--- config.mk ---
export PLATFORM = sky130hd
export DESIGN_NAME = ir_tx_nec_flat
export DESIGN_NICKNAME = d
export VERILOG_FILES = /design/src/rtl/ir_nec_pkg.sv /design/src/rtl/ir_tx_nec_if.sv /design/src/rtl/ir_carrier_gen.sv /design/src/rtl/ir_tx_nec.sv /design/src/flat_wrapper.sv
export SDC_FILE = /design/constraint.sdc
export NUM_CORES = 1
export LEC_CHECK = 0
export ABC_AREA = 1
export BUFFER_PORTS_ARGS = -buffer_cell sky130_fd_sc_hd__clkbuf_2
export CAP_MARGIN = 20
export CORE_ASPECT_RATIO = 0.6
export CORE_MARGIN = 2
export CORE_UTILIZATION = 50
export DETAILED_ROUTE_END_ITERATION = 10
export PLACE_DENSITY = 0.7
export SLEW_MARGIN = 20
export SYNTH_ARGS = -nofsm -noshare
export SYNTH_HDL_FRONTEND = slang
export SYNTH_SLANG_ARGS = --single-unit
--- constraint.sdc ---
create_clock -name clk -period 3 [get_ports clk]
set_input_delay 0.3 -clock clk [delete_from_list [all_inputs] [get_ports clk]]
set_output_delay 0.3 -clock clk [all_outputs]
set_load 0.1 [all_outputs]
--- src/rtl/ir_nec_pkg.sv ---
// Shared state encodings and NEC unit lengths for the IR transmit path.
package ir_nec_pkg;

  typedef logic [2:0] state_t;

  localparam state_t IDLE       = 3'd0;
  localparam state_t LEAD_MARK  = 3'd1;
  localparam state_t LEAD_SPACE = 3'd2;
  localparam state_t BIT_MARK   = 3'd3;
  localparam state_t BIT_SPACE  = 3'd4;
  localparam state_t STOP_MARK  = 3'd5;
  localparam state_t GAP        = 3'd6;

  localparam int unsigned LEAD_MARK_U  = 16;
  localparam int unsigned LEAD_SPACE_U = 8;
  localparam int unsigned RPT_SPACE_U  = 4;
  localparam int unsigned BIT_MARK_U   = 1;
  localparam int unsigned ZERO_SPACE_U = 1;
  localparam int unsigned ONE_SPACE_U  = 3;
  localparam int unsigned STOP_MARK_U  = 1;
  localparam int unsigned NEC_BITS     = 32;

  function automatic logic is_mark(state_t s);
    return (s == LEAD_MARK) || (s == BIT_MARK) || (s == STOP_MARK);
  endfunction

endpackage

--- src/rtl/ir_tx_nec_if.sv ---
// Request/response handshake between a frame source and the NEC transmitter.
interface ir_tx_nec_if;
  logic       start;
  logic       rpt;
  logic [7:0] addr;
  logic [7:0] cmd;
  logic       ready;
  logic       done;

  modport master (output start, output rpt, output addr, output cmd,
                  input ready, input done);
  modport slave  (input start, input rpt, input addr, input cmd,
                  output ready, output done);
endinterface

--- src/rtl/ir_carrier_gen.sv ---
// Carrier phase generator; phase restarts at 0 in the first cycle of each mark.
module ir_carrier_gen #(
  parameter int unsigned CARRIER_DIV = 1316,
  parameter int unsigned CARRIER_HI  = 439
) (
  input  logic clk,
  input  logic rst_n,
  input  logic sync_clear,
  output logic carrier
);

  localparam int unsigned PhW = $clog2(CARRIER_DIV);

  logic [PhW-1:0] phase_q, phase_d;
  logic           carrier_q;

  always_comb begin
    phase_d = phase_q + PhW'(1);
    if (sync_clear || (phase_q == PhW'(CARRIER_DIV - 1))) begin
      phase_d = '0;
    end
  end

  always_ff @(posedge clk or negedge rst_n) begin
    if (!rst_n) begin
      phase_q   <= '0;
      carrier_q <= 1'b0;
    end else begin
      phase_q   <= phase_d;
      carrier_q <= (phase_d < PhW'(CARRIER_HI));
    end
  end

  assign carrier = carrier_q;

endmodule

--- src/rtl/ir_tx_nec.sv ---
// NEC infrared transmitter: frame/repeat FSM, unit timer and shift register.
module ir_tx_nec
  import ir_nec_pkg::*;
#(
  parameter int unsigned UNIT_CYC    = 28125,
  parameter int unsigned CARRIER_DIV = 1316,
  parameter int unsigned CARRIER_HI  = 439,
  parameter int unsigned GAP_UNITS   = 64
) (
  input  logic           clk,
  input  logic           rst_n,
  ir_tx_nec_if.slave     bus,
  output logic           envelope,
  output logic           ir_out
);

  localparam int unsigned CycW = $clog2(UNIT_CYC);

  state_t          state_q, state_d;
  logic [CycW-1:0] cyc_q, cyc_d;
  logic [15:0]     unit_q, unit_d, seg_len;
  logic [4:0]      bit_q, bit_d;
  logic [31:0]     sr_q, sr_d;
  logic            rpt_q, rpt_d;
  logic            env_q, env_d;
  logic            done_q, done_d;
  logic            tick, seg_last, sync_clear, carrier;

  always_comb begin
    unique case (state_q)
      LEAD_MARK:  seg_len = 16'(LEAD_MARK_U);
      LEAD_SPACE: seg_len = rpt_q ? 16'(RPT_SPACE_U) : 16'(LEAD_SPACE_U);
      BIT_MARK:   seg_len = 16'(BIT_MARK_U);
      BIT_SPACE:  seg_len = sr_q[0] ? 16'(ONE_SPACE_U) : 16'(ZERO_SPACE_U);
      STOP_MARK:  seg_len = 16'(STOP_MARK_U);
      GAP:        seg_len = 16'(GAP_UNITS);
      default:    seg_len = 16'd1;
    endcase
  end

  assign tick     = (cyc_q == CycW'(UNIT_CYC - 1));
  assign seg_last = tick && (unit_q == seg_len - 16'd1);

  always_comb begin
    state_d = state_q;
    cyc_d   = cyc_q;
    unit_d  = unit_q;
    bit_d   = bit_q;
    sr_d    = sr_q;
    rpt_d   = rpt_q;
    done_d  = 1'b0;
    if (state_q == IDLE) begin
      cyc_d  = '0;
      unit_d = '0;
      if (bus.start) begin
        sr_d    = {~bus.cmd, bus.cmd, ~bus.addr, bus.addr};
        rpt_d   = bus.rpt;
        bit_d   = '0;
        state_d = LEAD_MARK;
      end
    end else begin
      cyc_d = tick ? '0 : cyc_q + CycW'(1);
      if (tick) begin
        unit_d = seg_last ? 16'd0 : unit_q + 16'd1;
      end
      if (seg_last) begin
        unique case (state_q)
          LEAD_MARK:  state_d = LEAD_SPACE;
          LEAD_SPACE: state_d = rpt_q ? STOP_MARK : BIT_MARK;
          BIT_MARK:   state_d = BIT_SPACE;
          BIT_SPACE: begin
            sr_d    = {1'b0, sr_q[31:1]};
            bit_d   = bit_q + 5'd1;
            state_d = (bit_q == 5'(NEC_BITS - 1)) ? STOP_MARK : BIT_MARK;
          end
          STOP_MARK:  state_d = GAP;
          GAP: begin
            state_d = IDLE;
            done_d  = 1'b1;
          end
          default:    state_d = IDLE;
        endcase
      end
    end
  end

  // Mark entries always come from a non-mark state, so this fires once per mark.
  assign env_d      = is_mark(state_d);
  assign sync_clear = env_d && !is_mark(state_q);

  always_ff @(posedge clk or negedge rst_n) begin
    if (!rst_n) begin
      state_q <= IDLE;
      cyc_q   <= '0;
      unit_q  <= '0;
      bit_q   <= '0;
      sr_q    <= '0;
      rpt_q   <= 1'b0;
      env_q   <= 1'b0;
      done_q  <= 1'b0;
    end else begin
      state_q <= state_d;
      cyc_q   <= cyc_d;
      unit_q  <= unit_d;
      bit_q   <= bit_d;
      sr_q    <= sr_d;
      rpt_q   <= rpt_d;
      env_q   <= env_d;
      done_q  <= done_d;
    end
  end

  ir_carrier_gen #(
    .CARRIER_DIV (CARRIER_DIV),
    .CARRIER_HI  (CARRIER_HI)
  ) u_carrier (
    .clk        (clk),
    .rst_n      (rst_n),
    .sync_clear (sync_clear),
    .carrier    (carrier)
  );

  assign bus.ready = (state_q == IDLE);
  assign bus.done  = done_q;
  assign envelope  = env_q;
  assign ir_out    = env_q & carrier;

endmodule

--- src/flat_wrapper.sv ---
// flat-port wrapper written by rule: the top's interface ports become plain ports
module ir_tx_nec_flat import ir_nec_pkg::*;
#(
  parameter int unsigned UNIT_CYC    = 28125,
  parameter int unsigned CARRIER_DIV = 1316,
  parameter int unsigned CARRIER_HI  = 439,
  parameter int unsigned GAP_UNITS   = 64
)
  (clk, rst_n, envelope, ir_out, bus_start, bus_rpt, bus_addr, bus_cmd, bus_ready, bus_done);
  ir_tx_nec_if bus_i ();
  input  logic clk;
  input  logic rst_n;
  output logic envelope;
  output logic ir_out;
  input wire logic [$bits(bus_i.start)-1:0] bus_start;
  input wire logic [$bits(bus_i.rpt)-1:0] bus_rpt;
  input wire logic [$bits(bus_i.addr)-1:0] bus_addr;
  input wire logic [$bits(bus_i.cmd)-1:0] bus_cmd;
  output wire logic [$bits(bus_i.ready)-1:0] bus_ready;
  output wire logic [$bits(bus_i.done)-1:0] bus_done;
  assign bus_i.start = bus_start;
  assign bus_i.rpt = bus_rpt;
  assign bus_i.addr = bus_addr;
  assign bus_i.cmd = bus_cmd;
  assign bus_ready = bus_i.ready;
  assign bus_done = bus_i.done;
  ir_tx_nec #(.UNIT_CYC(UNIT_CYC), .CARRIER_DIV(CARRIER_DIV), .CARRIER_HI(CARRIER_HI), .GAP_UNITS(GAP_UNITS)) u_core (.clk(clk), .rst_n(rst_n), .bus(bus_i), .envelope(envelope), .ir_out(ir_out));
endmodule
==> results of run 1 <==
==> power groups by stage <==
stage	Sequential, mW	Combinational, mW	Clock [mW]
global placement	1.18	0.0402	0
detailed placement	1.18	0.0407	0
floorplan	1.18	0.00159	0
global route	1.16	0.0454	1.32
finish	1.16	0.0380	1.25
CTS	1.16	0.0404	1.27
==> metrics by stage <==
step / std cells / power (mW)
finish: 744 / 2.45
global route: 744 / 2.53
CTS: 738 / 2.47
detailed placement: 713 / 1.22
global placement: 713 / 1.22
floorplan: 580 / 1.18
==> layout make-up <==
| type | instances | area, sq um | area share, % |
|---|---|---|---|
| Inverter | 84 | 323 | 5.93 |
| Sequential cell | 86 | 2150 | 39.6 |
| Timing Repair Buffer | 54 | 379 | 6.96 |
| Tap cell | 112 | 140 | 2.57 |
| Clock inverter | 4 | 95.1 | 1.75 |
| Multi-Input combinational cell | 392 | 2120 | 38.9 |
| Clock buffer | 12 | 236 | 4.34 |
==> path summary, 6_finish.rpt <==
path	start	to	slack (ps)	cells after the start
min in group clk	bus_rpt	u_core.rpt_q	240	3
setup / recovery	u_core.state_q[1]	u_core.u_carrier.carrier	50	23
setup reg to reg	u_core.state_q[1]	u_core.u_carrier.carrier	50	23
hold / removal	rst_n	u_core.cyc_q[3]	-1	1
hold reg to reg	u_core.u_carrier.phase_q[0]	u_core.u_carrier.phase_q[0]	450	1
max in group asynchronous	rst_n	u_core.state_q[2]	2270	2
==> kinds of logic after synthesis <==
logic type,Yosys count,synth area share (%)
AOI/OAI and AO/OA,114,13.7
xor gates and xnor gates,17,3.26
adders and majority gates,8,2.19
DFF,86,47.1
buffers and inverters,102,8.79
and+or+nand+nor,253,25.0
==> sequential cells by signal (all words and copies together), names as in the netlist, 3 cells and up <==
register / flops
u_core.state_q: 3
u_core.unit_q: 16
u_core.u_carrier.phase_q: 11
u_core.sr_q: 32
u_core.cyc_q: 15
u_core.bit_q: 5
==> routing by layer <==
layer | part of all wire, % | up-vias
met5 | 0 | -
met4 | 0.79 | 0
met3 | 7.0 | 10
met2 | 44 | 113
met1 | 49 | 1826
li1 | - | 1968
==> repair_timing <==
action,CTS,global route
hold buffers,0,0
pin swaps,16,21
setup buffers,9,6
endpoints found under the setup margin,17,53
resized for setup,16,19
==> cells in the final DEF, fill, tap and decap left out, types with 7 or more instances in the layout <==
master,count
o22ai_1,8
o21ai_1,7
xor2_1,14
nor3_1,13
a21oi_1,19
clkbuf_2,22
nand2_2,13
a31oi_1,8
dfrtp_1,84
nand3_1,26
clkbuf_16,9
inv_1,75
o21ai_0,61
buf_4,29
nand2_1,106
nor2_1,64
==> impl_metrics.env, run 1 <==
export IMPL_ys_ff_latch=86
export IMPL_synth_enable_flop_cells=0
export IMPL_max_freq_mhz=339
export IMPL_status="finished with violations"
export IMPL_met2_usage_pct=32.8
export IMPL_dp_worst_setup_slack_ps=-30.8
export IMPL_clockBufferDepth=2
export IMPL_rows=26
export IMPL_slew_headroom_pct=54.5
export IMPL_design_die_area_sq_um=9940
export IMPL_seqPwrFrac_pct=47.4
export IMPL_grtUsageMet3_pct=7.29
export IMPL_postSynthCellCount=580
export IMPL_hold_viol=1
export IMPL_synthTopCellsByArea="dfrtp_1 (47%), nand2_1 (9.5%), o21ai_0 (6.8%)"
export IMPL_first_pass_iters=4
export IMPL_dieWidth_um=127
export IMPL_place_gp_congestion=0.895
export IMPL_worst_pin_slew_ps=682
export IMPL_violations="hold timing"
export IMPL_antenna_found_initial=0
export IMPL_yosysMostFrequentCell="nand2_1"
export IMPL_fin_setup_tns_ps=0
export IMPL_cp_max_fo=7
export IMPL_pwr_share_comb_pct=1.5
export IMPL_ys_types=39
export IMPL_synth_flop_cell="dfrtp_1"
export IMPL_synth_top_area_share_pct=47.1
export IMPL_hold_class="in -> async"
export IMPL_p_sw_uw=467
export IMPL_powerDensity_nw_per_um2=451
export IMPL_ys_warn_count=0
export IMPL_switching_share_pct=19.0
export IMPL_drv_slew=0
export IMPL_grt_pass1_vias=3679
export IMPL_io_buffer_count=23
export IMPL_diodes=0
export IMPL_hold_ws_ps=-1.41
export IMPL_syn_to_final_growth_pct=19.2
export IMPL_crit_family="simple AND/OR/NAND/NOR gates"
export IMPL_fin_util_pct=62.7
export IMPL_fillers=743
export IMPL_critPathSlowestCell="dfrtp_1"
export IMPL_grt_util_all_layers_pct=22.0
export IMPL_post_route_min_period_ps=2950
export IMPL_power_leakage_nw=2.62
export IMPL_grt_max_degree=55
export IMPL_period_share_pct=98.3
export IMPL_synthArstFlopShare_pct=100
export IMPL_cts_buffers=9
export IMPL_nets=655
export IMPL_grt_pass1_wl_um=17400
export IMPL_drt_iter0_markers=296
export IMPL_internal_power_mw=1.99
export IMPL_cp_arrival_ps=3180
export IMPL_hpwl_um=6940
export IMPL_cp_required_ps=3230
export IMPL_start_util_pct=52.6
export IMPL_cts_tree="built"
export IMPL_postPlaceCellArea_sq_um=4890
export IMPL_fp_coreArea_sq_um=8690
export IMPL_endpoint_kind="flip-flop"
export IMPL_pwr_share_clk_pct=51.1
export IMPL_io_pins=24
export IMPL_critPathLaunchType="flip-flop"
export IMPL_grt_overflow_total=0
export IMPL_htreeDepth=3
export IMPL_syn_area_sq_um=4570
export IMPL_syn_mean_instance_area_sq_um=7.88
export IMPL_synth_largest_area_cell="dfrtp_1"
export IMPL_drt_wl_total_um=10400
export IMPL_drive_gt1_share_pct=19.0
export IMPL_die_y_um=78.0
export IMPL_top_usage_layer="met2"
export IMPL_path_cells="inv_2 -> nor2_4 -> inv_2 -> nand2_4 -> ha_4 -> nand3_2 -> inv_2 -> ha_4 -> inv_2 -> nand2_2 -> nand2_2 -> nor3_2 -> nand3_2 -> nor3_4 -> nand2_2 -> nand2_1 -> nand3_1 -> nand2_2 -> nand3_4 -> o211ai_1 -> nand2_1 -> nor2_1 -> nor2_1"
export IMPL_rsz0062_at_grt="true"
export IMPL_drc=0
export IMPL_clkSinkCount=86
export IMPL_clock_root_buffer="clkbuf_16"
export IMPL_ant_nets=0
export IMPL_insertion_delay_ps=340
export IMPL_avgRoutedWirePerCell_um=14.0
export IMPL_skew_ps=4.78
export IMPL_cap_viol_max_count=0
export IMPL_finalWorstSetupSlack_ps=51.5
export IMPL_synthTopCellsByCount="nand2_1 (116), dfrtp_1 (86), inv_1 (78), nor2_1 (66), o21ai_0 (62)"
export IMPL_path_class="reg -> reg"
export IMPL_cpPeakStageDelay_ps=410
export IMPL_globalRouteMet1Util_pct=31.7
export IMPL_clk_transition_reported_paths_ps=60
export IMPL_via_per_inst=5.26
export IMPL_postLayoutCellArea_sq_um=5440
export IMPL_synth_seq_area_share_pct=47.1
export IMPL_cp_num_buf_inv=4
export IMPL_finalSetupViolCount=0
export IMPL_peakVddDrop_v=0.000286
export IMPL_syn_nets=608
export IMPL_via_count=3917
Note: power is estimated with default switching activity, not from simulation.
==> run 2: changes to the inputs <==
--- a/config.mk
+++ b/config.mk
@@ -8,9 +8,10 @@
 export ABC_AREA = 1
 export BUFFER_PORTS_ARGS = -buffer_cell sky130_fd_sc_hd__clkbuf_2
 export CAP_MARGIN = 20
-export CORE_ASPECT_RATIO = 0.6
+export CORE_ASPECT_RATIO = 0.8
 export CORE_MARGIN = 2
 export CORE_UTILIZATION = 50
+export CTS_BUF_LIST = sky130_fd_sc_hd__clkbuf_8 sky130_fd_sc_hd__clkbuf_16
 export DETAILED_ROUTE_END_ITERATION = 10
 export PLACE_DENSITY = 0.7
 export SLEW_MARGIN = 20
==> impl_metrics.env, run 2 (synthesis results as in run 1) <==
export IMPL_final_common_cell="nand2_1"
export IMPL_post_route_min_period_ps=2980
export IMPL_p_total_mw=2.42
export IMPL_avgRoutedWirePerCell_um=12.6
export IMPL_htreeDepth=3
export IMPL_cts_tree="built"
export IMPL_drc=0
export IMPL_peakVddDrop_v=0.000350
export IMPL_design_die_area_sq_um=9920
export IMPL_start_util_pct=51.0
export IMPL_layout_cells_non_filler=739
export IMPL_hpwl_um=6510
export IMPL_largest_register_ffs=32
export IMPL_clkSinkCount=86
export IMPL_top_regs="u_core.sr_q: 32 flops, u_core.unit_q: 16 flops, u_core.cyc_q: 15 flops"
export IMPL_insertion_delay_ps=330
export IMPL_place_gp_congestion=0.875
export IMPL_path_class="reg -> reg"
export IMPL_drt_iter0_markers=183
export IMPL_dp_cells=715
export IMPL_worst_pin_slew_ps=734
export IMPL_max_freq_mhz=335
export IMPL_cts_buffers=9
export IMPL_skew_ps=6.78
export IMPL_via_count=3797
export IMPL_die_y_um=89.5
export IMPL_clock_root_buffer="clkbuf_16"
export IMPL_final_cell_mix="nand2_1 (111), dfrtp_1 (85), inv_1 (76), nor2_1 (65), o21ai_0 (62)"
export IMPL_hold_class="in -> async"
export IMPL_slew_headroom_pct=51.1
export IMPL_fp_coreArea_sq_um=8960
export IMPL_critPathLaunchType="flip-flop"
export IMPL_first_pass_iters=5
export IMPL_grt_max_degree=59
export IMPL_grt_overflow_total=0
export IMPL_via_per_inst=5.14
export IMPL_io_pins=24
export IMPL_powerDensity_nw_per_um2=453
export IMPL_regMostFlops="u_core.sr_q"
export IMPL_diodes=0
export IMPL_cp_required_ps=3220
export IMPL_drive_gt1_share_pct=17.0
export IMPL_endpoint_kind="flip-flop"
export IMPL_drt_wl_total_um=9330
export IMPL_cp_arrival_ps=3200
export IMPL_io_buffer_count=23
export IMPL_power_leakage_nw=2.57
export IMPL_antenna_found_initial=0
export IMPL_cp_max_fo=7
export IMPL_clk_transition_reported_paths_ps=60
export IMPL_rows=31
export IMPL_nets=647
export IMPL_finalSetupViolCount=0
export IMPL_period_share_pct=99.4
export IMPL_grt_util_all_layers_pct=19.6
export IMPL_rsz0062_at_grt="true"
export IMPL_ant_nets=0
export IMPL_syn_to_final_growth_pct=17.1
export IMPL_drv_slew=0
export IMPL_status="completed"
export IMPL_hold_viol=0
export IMPL_hold_ws_ps=22.2
export IMPL_clockBufferDepth=2
export IMPL_fin_util_pct=59.7
export IMPL_cap_viol_max_count=0
export IMPL_dieWidth_um=111
export IMPL_grt_pass1_wl_um=15800
export IMPL_grt_pass1_vias=3400
-- run 2: changes by cell type in the layout (fill, tap and decap cells not counted), moves of 3 or more --
cell / previous run / this run
clkbuf_8: 0 / 3
nand2_1: 106 / 111
clkbuf_1: 3 / 0
buf_4: 29 / 21
nand2_2: 13 / 6
-- run 2: routing by layer --
| layer | share of wire (%) | global-route usage [%] | vias up |
|---|---|---|---|
| met5 | 0 | 0 | - |
| met4 | 0.86 | 5.11 | 0 |
| met3 | 4.7 | 4.75 | 8 |
| met2 | 46 | 31.0 | 85 |
| met1 | 49 | 27.6 | 1753 |
| li1 | - | - | 1951 |
-- run 2: what timing repair did --
item                                    4_1_cts  5_1_grt
hold buffers                                  0        0
resized for setup                             2       25
endpoints found under the setup margin        1       62
pin swaps                                     0       21
setup buffers                                 0        8
-- run 2: worst paths after layout --
kind                                   start                  endpoint  slack (ps)  cells past startpoint
max in group asynchronous              rst_n           u_core.sr_q[10]        2260                      2
setup reg to reg           u_core.state_q[1]  u_core.u_carrier.carrier          20                     23
hold / removal                         rst_n           u_core.cyc_q[5]          20                      1
hold reg to reg              u_core.cyc_q[0]           u_core.cyc_q[0]         470                      1
min in group clk                     bus_rpt              u_core.rpt_q         220                      3
setup / recovery           u_core.state_q[1]  u_core.u_carrier.carrier          20                     23
-- run 2: power breakdown --
group          switching [mW]  total [mW]  internal (mW)
clock                   0.429        1.22          0.793
sequential           0.000902        1.16           1.16
combinational          0.0262      0.0379         0.0117
-- run 2: layout make-up --
type                       instances  area, sq um
fill                             784         3610
clock inverter                     4         68.8
timing repair buffer              46          302
tap                              115          144
multi-input combinational        392         2090
sequential                        86         2150
clock buffer                      12          267
inverter                          84          322
-- run 2: stage by stage --
step / instance area [sq um] / worst slack (ps) / setup TNS [ps]
2_1_floorplan: 4570 / 52.6 / 0
3_3_place_gp: 4860 / 100 / 0
3_5_place_dp: 4860 / 50.8 / 0
4_1_cts: 5200 / 11.0 / 0
5_1_grt: 5350 / -190 / -651
6_report: 5350 / 18.6 / 0
-- run 2: critical path, cell delays in order, from the launching register on --
cell	delay, ps
dfrtp_1	430
nor2_2	140
nand2_1	90
inv_2	80
nand2_1	90
ha_4	180
nand3_2	70
inv_2	50
ha_4	200
xnor2_1	120
nor2_1	140
nand3_2	100
nor3_4	300
nand2_2	100
nand2_1	80
nand2_1	60
clkinv_2	60
nand2_4	50
nand3_4	120
nand3_2	100
nor2_2	140
nand2_1	50
nor2_1	80
nor2_1	40
==> run 3: changes to the inputs <==
--- a/config.mk
+++ b/config.mk
@@ -6,14 +6,14 @@
 export NUM_CORES = 1
 export LEC_CHECK = 0
 export ABC_AREA = 1
-export BUFFER_PORTS_ARGS = -buffer_cell sky130_fd_sc_hd__clkbuf_2
 export CAP_MARGIN = 20
 export CORE_ASPECT_RATIO = 0.8
-export CORE_MARGIN = 2
+export CORE_MARGIN = 3
 export CORE_UTILIZATION = 50
 export CTS_BUF_LIST = sky130_fd_sc_hd__clkbuf_8 sky130_fd_sc_hd__clkbuf_16
 export DETAILED_ROUTE_END_ITERATION = 10
-export PLACE_DENSITY = 0.7
+export DONT_BUFFER_PORTS = 1
+export PLACE_DENSITY = 0.68
 export SLEW_MARGIN = 20
 export SYNTH_ARGS = -nofsm -noshare
 export SYNTH_HDL_FRONTEND = slang
==> impl_metrics.env, run 3 (synthesis results as in run 1) <==
export IMPL_min_path_cells=2
export IMPL_final_common_cell="nand2_1"
export IMPL_top_regs="u_core.sr_q: 32 flops, u_core.unit_q: 16 flops, u_core.cyc_q: 15 flops"
export IMPL_fp_coreArea_sq_um=8670
export IMPL_cts_buffers=9
export IMPL_max_freq_mhz=336
export IMPL_drv_slew=0
export IMPL_diodes=0
export IMPL_period_share_pct=99.1
export IMPL_endpoint_kind="flip-flop"
export IMPL_slew_headroom_pct=42.3
export IMPL_post_route_min_period_ps=2970
export IMPL_clock_root_buffer="clkbuf_16"
export IMPL_regMostFlops="u_core.sr_q"
export IMPL_io_pins=24
export IMPL_hpwl_um=6210
export IMPL_hold_class="in -> reg"
export IMPL_drt_wl_total_um=10000
export IMPL_min_delay_start="bus_rpt"
export IMPL_path_cells="buf_6 -> nor2_4 -> inv_2 -> nand2_4 -> ha_4 -> nand3_2 -> inv_2 -> ha_4 -> inv_1 -> nand2_1 -> nand2_1 -> nor3_2 -> nand3_1 -> nor3_4 -> nand2_2 -> nand2_2 -> nand3_2 -> nand2_2 -> nand3_4 -> o211ai_1 -> nand2_1 -> nor2_1 -> nor2_1"
export IMPL_skew_ps=7.81
export IMPL_peakVddDrop_v=0.000322
export IMPL_drive_gt1_share_pct=15.3
export IMPL_dieWidth_um=113
export IMPL_status="completed"
export IMPL_rsz0062_at_grt="true"
export IMPL_cp_arrival_ps=3200
export IMPL_dp_worst_setup_slack_ps=-25.1
export IMPL_via_count=3803
export IMPL_rows=30
export IMPL_crit_family="simple AND/OR/NAND/NOR gates"
export IMPL_timing_rr_end="u_core.u_carrier.carrier"
export IMPL_design_die_area_sq_um=10300
export IMPL_grt_pass1_vias=3632
export IMPL_powerDensity_nw_per_um2=430
export IMPL_cp_max_fo=7
export IMPL_insertion_delay_ps=340
export IMPL_cp_num_buf_inv=4
export IMPL_min_to="u_core.rpt_q"
export IMPL_grt_max_degree=87
export IMPL_cpPeakStageDelay_ps=430
export IMPL_ant_nets=0
export IMPL_io_buffer_count=0
export IMPL_syn_to_final_growth_pct=15.9
export IMPL_cp_required_ps=3230
export IMPL_finalSetupViolCount=0
export IMPL_die_y_um=91.5
export IMPL_final_cell_mix="nand2_1 (109), dfrtp_1 (84), inv_1 (75), nor2_1 (64), o21ai_0 (58)"
export IMPL_critPathLaunchType="flip-flop"
export IMPL_clk_transition_reported_paths_ps=60
export IMPL_start_util_pct=52.7
export IMPL_drt_iter0_markers=210
export IMPL_grt_overflow_total=0
export IMPL_regToRegSetupSlack_ps=30
export IMPL_largest_register_ffs=32
export IMPL_via_per_inst=5.28
export IMPL_clockBufferDepth=2
export IMPL_fillers=705
export IMPL_clkSinkCount=86
export IMPL_drc=0
export IMPL_avgRoutedWirePerCell_um=13.9
export IMPL_cts_tree="built"
export IMPL_r2r_cells=23
export IMPL_rr_startpoint="u_core.state_q[0]"
export IMPL_hold_viol=0
export IMPL_nets=631
export IMPL_critPathSlowestCell="dfrtp_1"
export IMPL_path_class="reg -> reg"
export IMPL_power_leakage_nw=2.49
export IMPL_grt_pass1_wl_um=16700
export IMPL_place_gp_congestion=0.883
export IMPL_finalWorstSetupSlack_ps=27.7
export IMPL_fin_setup_tns_ps=0
export IMPL_htreeDepth=3
export IMPL_first_pass_iters=5
export IMPL_worst_pin_slew_ps=867
export IMPL_grt_util_all_layers_pct=19.9
export IMPL_cap_viol_max_count=0
export IMPL_antenna_found_initial=0
## run 3: metrics by stage
stage                     std cells  total power [mW]  instance area [sq um]  hold WS (ps)  utilization, %
final                           720              2.28                   5300           133            61.1
after detailed placement        687              1.19                   4730          7.75            54.6
after global placement          687              1.18                   4730          7.43            54.6
after global routing            720              2.35                   5300           133            61.1
after CTS                       715              2.30                   5180           123            59.7
after floorplan                 580              1.18                   4570          4.41               -
## run 3: final cells by class
| type | count | area [sq um] | share of cell area [%] |
|---|---|---|---|
| clock buffers | 11 | 253 | 4.77 |
| clock inverters | 5 | 40.0 | 0.756 |
| flip-flops and latches | 86 | 2150 | 40.7 |
| well taps | 112 | 140 | 2.65 |
| inverters | 84 | 322 | 6.07 |
| repair buffers | 30 | 289 | 5.46 |
| multi-input cells | 392 | 2100 | 39.6 |
## run 3: worst max path at each step
stage	to	cells past startpoint	slack, ps	from
4_1_cts	u_core.u_carrier.carrier	23	0.9	u_core.state_q[1]
3_3_place_gp	u_core.sr_q[14]	18	90	u_core.state_q[1]
6_report	u_core.u_carrier.carrier	23	30	u_core.state_q[0]
2_1_floorplan	u_core.u_carrier.carrier	23	50	u_core.state_q[0]
3_5_place_dp	u_core.sr_q[25]	17	-30	u_core.state_q[1]
5_1_grt	u_core.u_carrier.carrier	24	-160	u_core.state_q[0]
## run 3: metal layers
layer | track usage (%) | wire length, um | vias up | part of all wire [%]
met3 | 5.73 | 499 | 21 | 5.0
li1 | - | - | 1918 | -
met2 | 28.9 | 4380 | 85 | 44
met4 | 7.41 | 206 | 0 | 2.1
met1 | 28.1 | 4950 | 1779 | 49
met5 | 0 | 0 | - | 0
## run 3: what timing repair did
action / CTS / global route
gates cloned: 0 / 1
setup endpoints to repair: 7 / 57
pin swaps: 16 / 14
setup buffers: 10 / 4
gates resized for setup: 12 / 20
hold endpoints to repair: 86 / 0
hold buffers: 2 / 0
## run 3: power breakdown
part           switching (mW)  internal [mW]
registers            0.000675           1.16
logic                  0.0229        0.00570
clock network           0.474          0.612
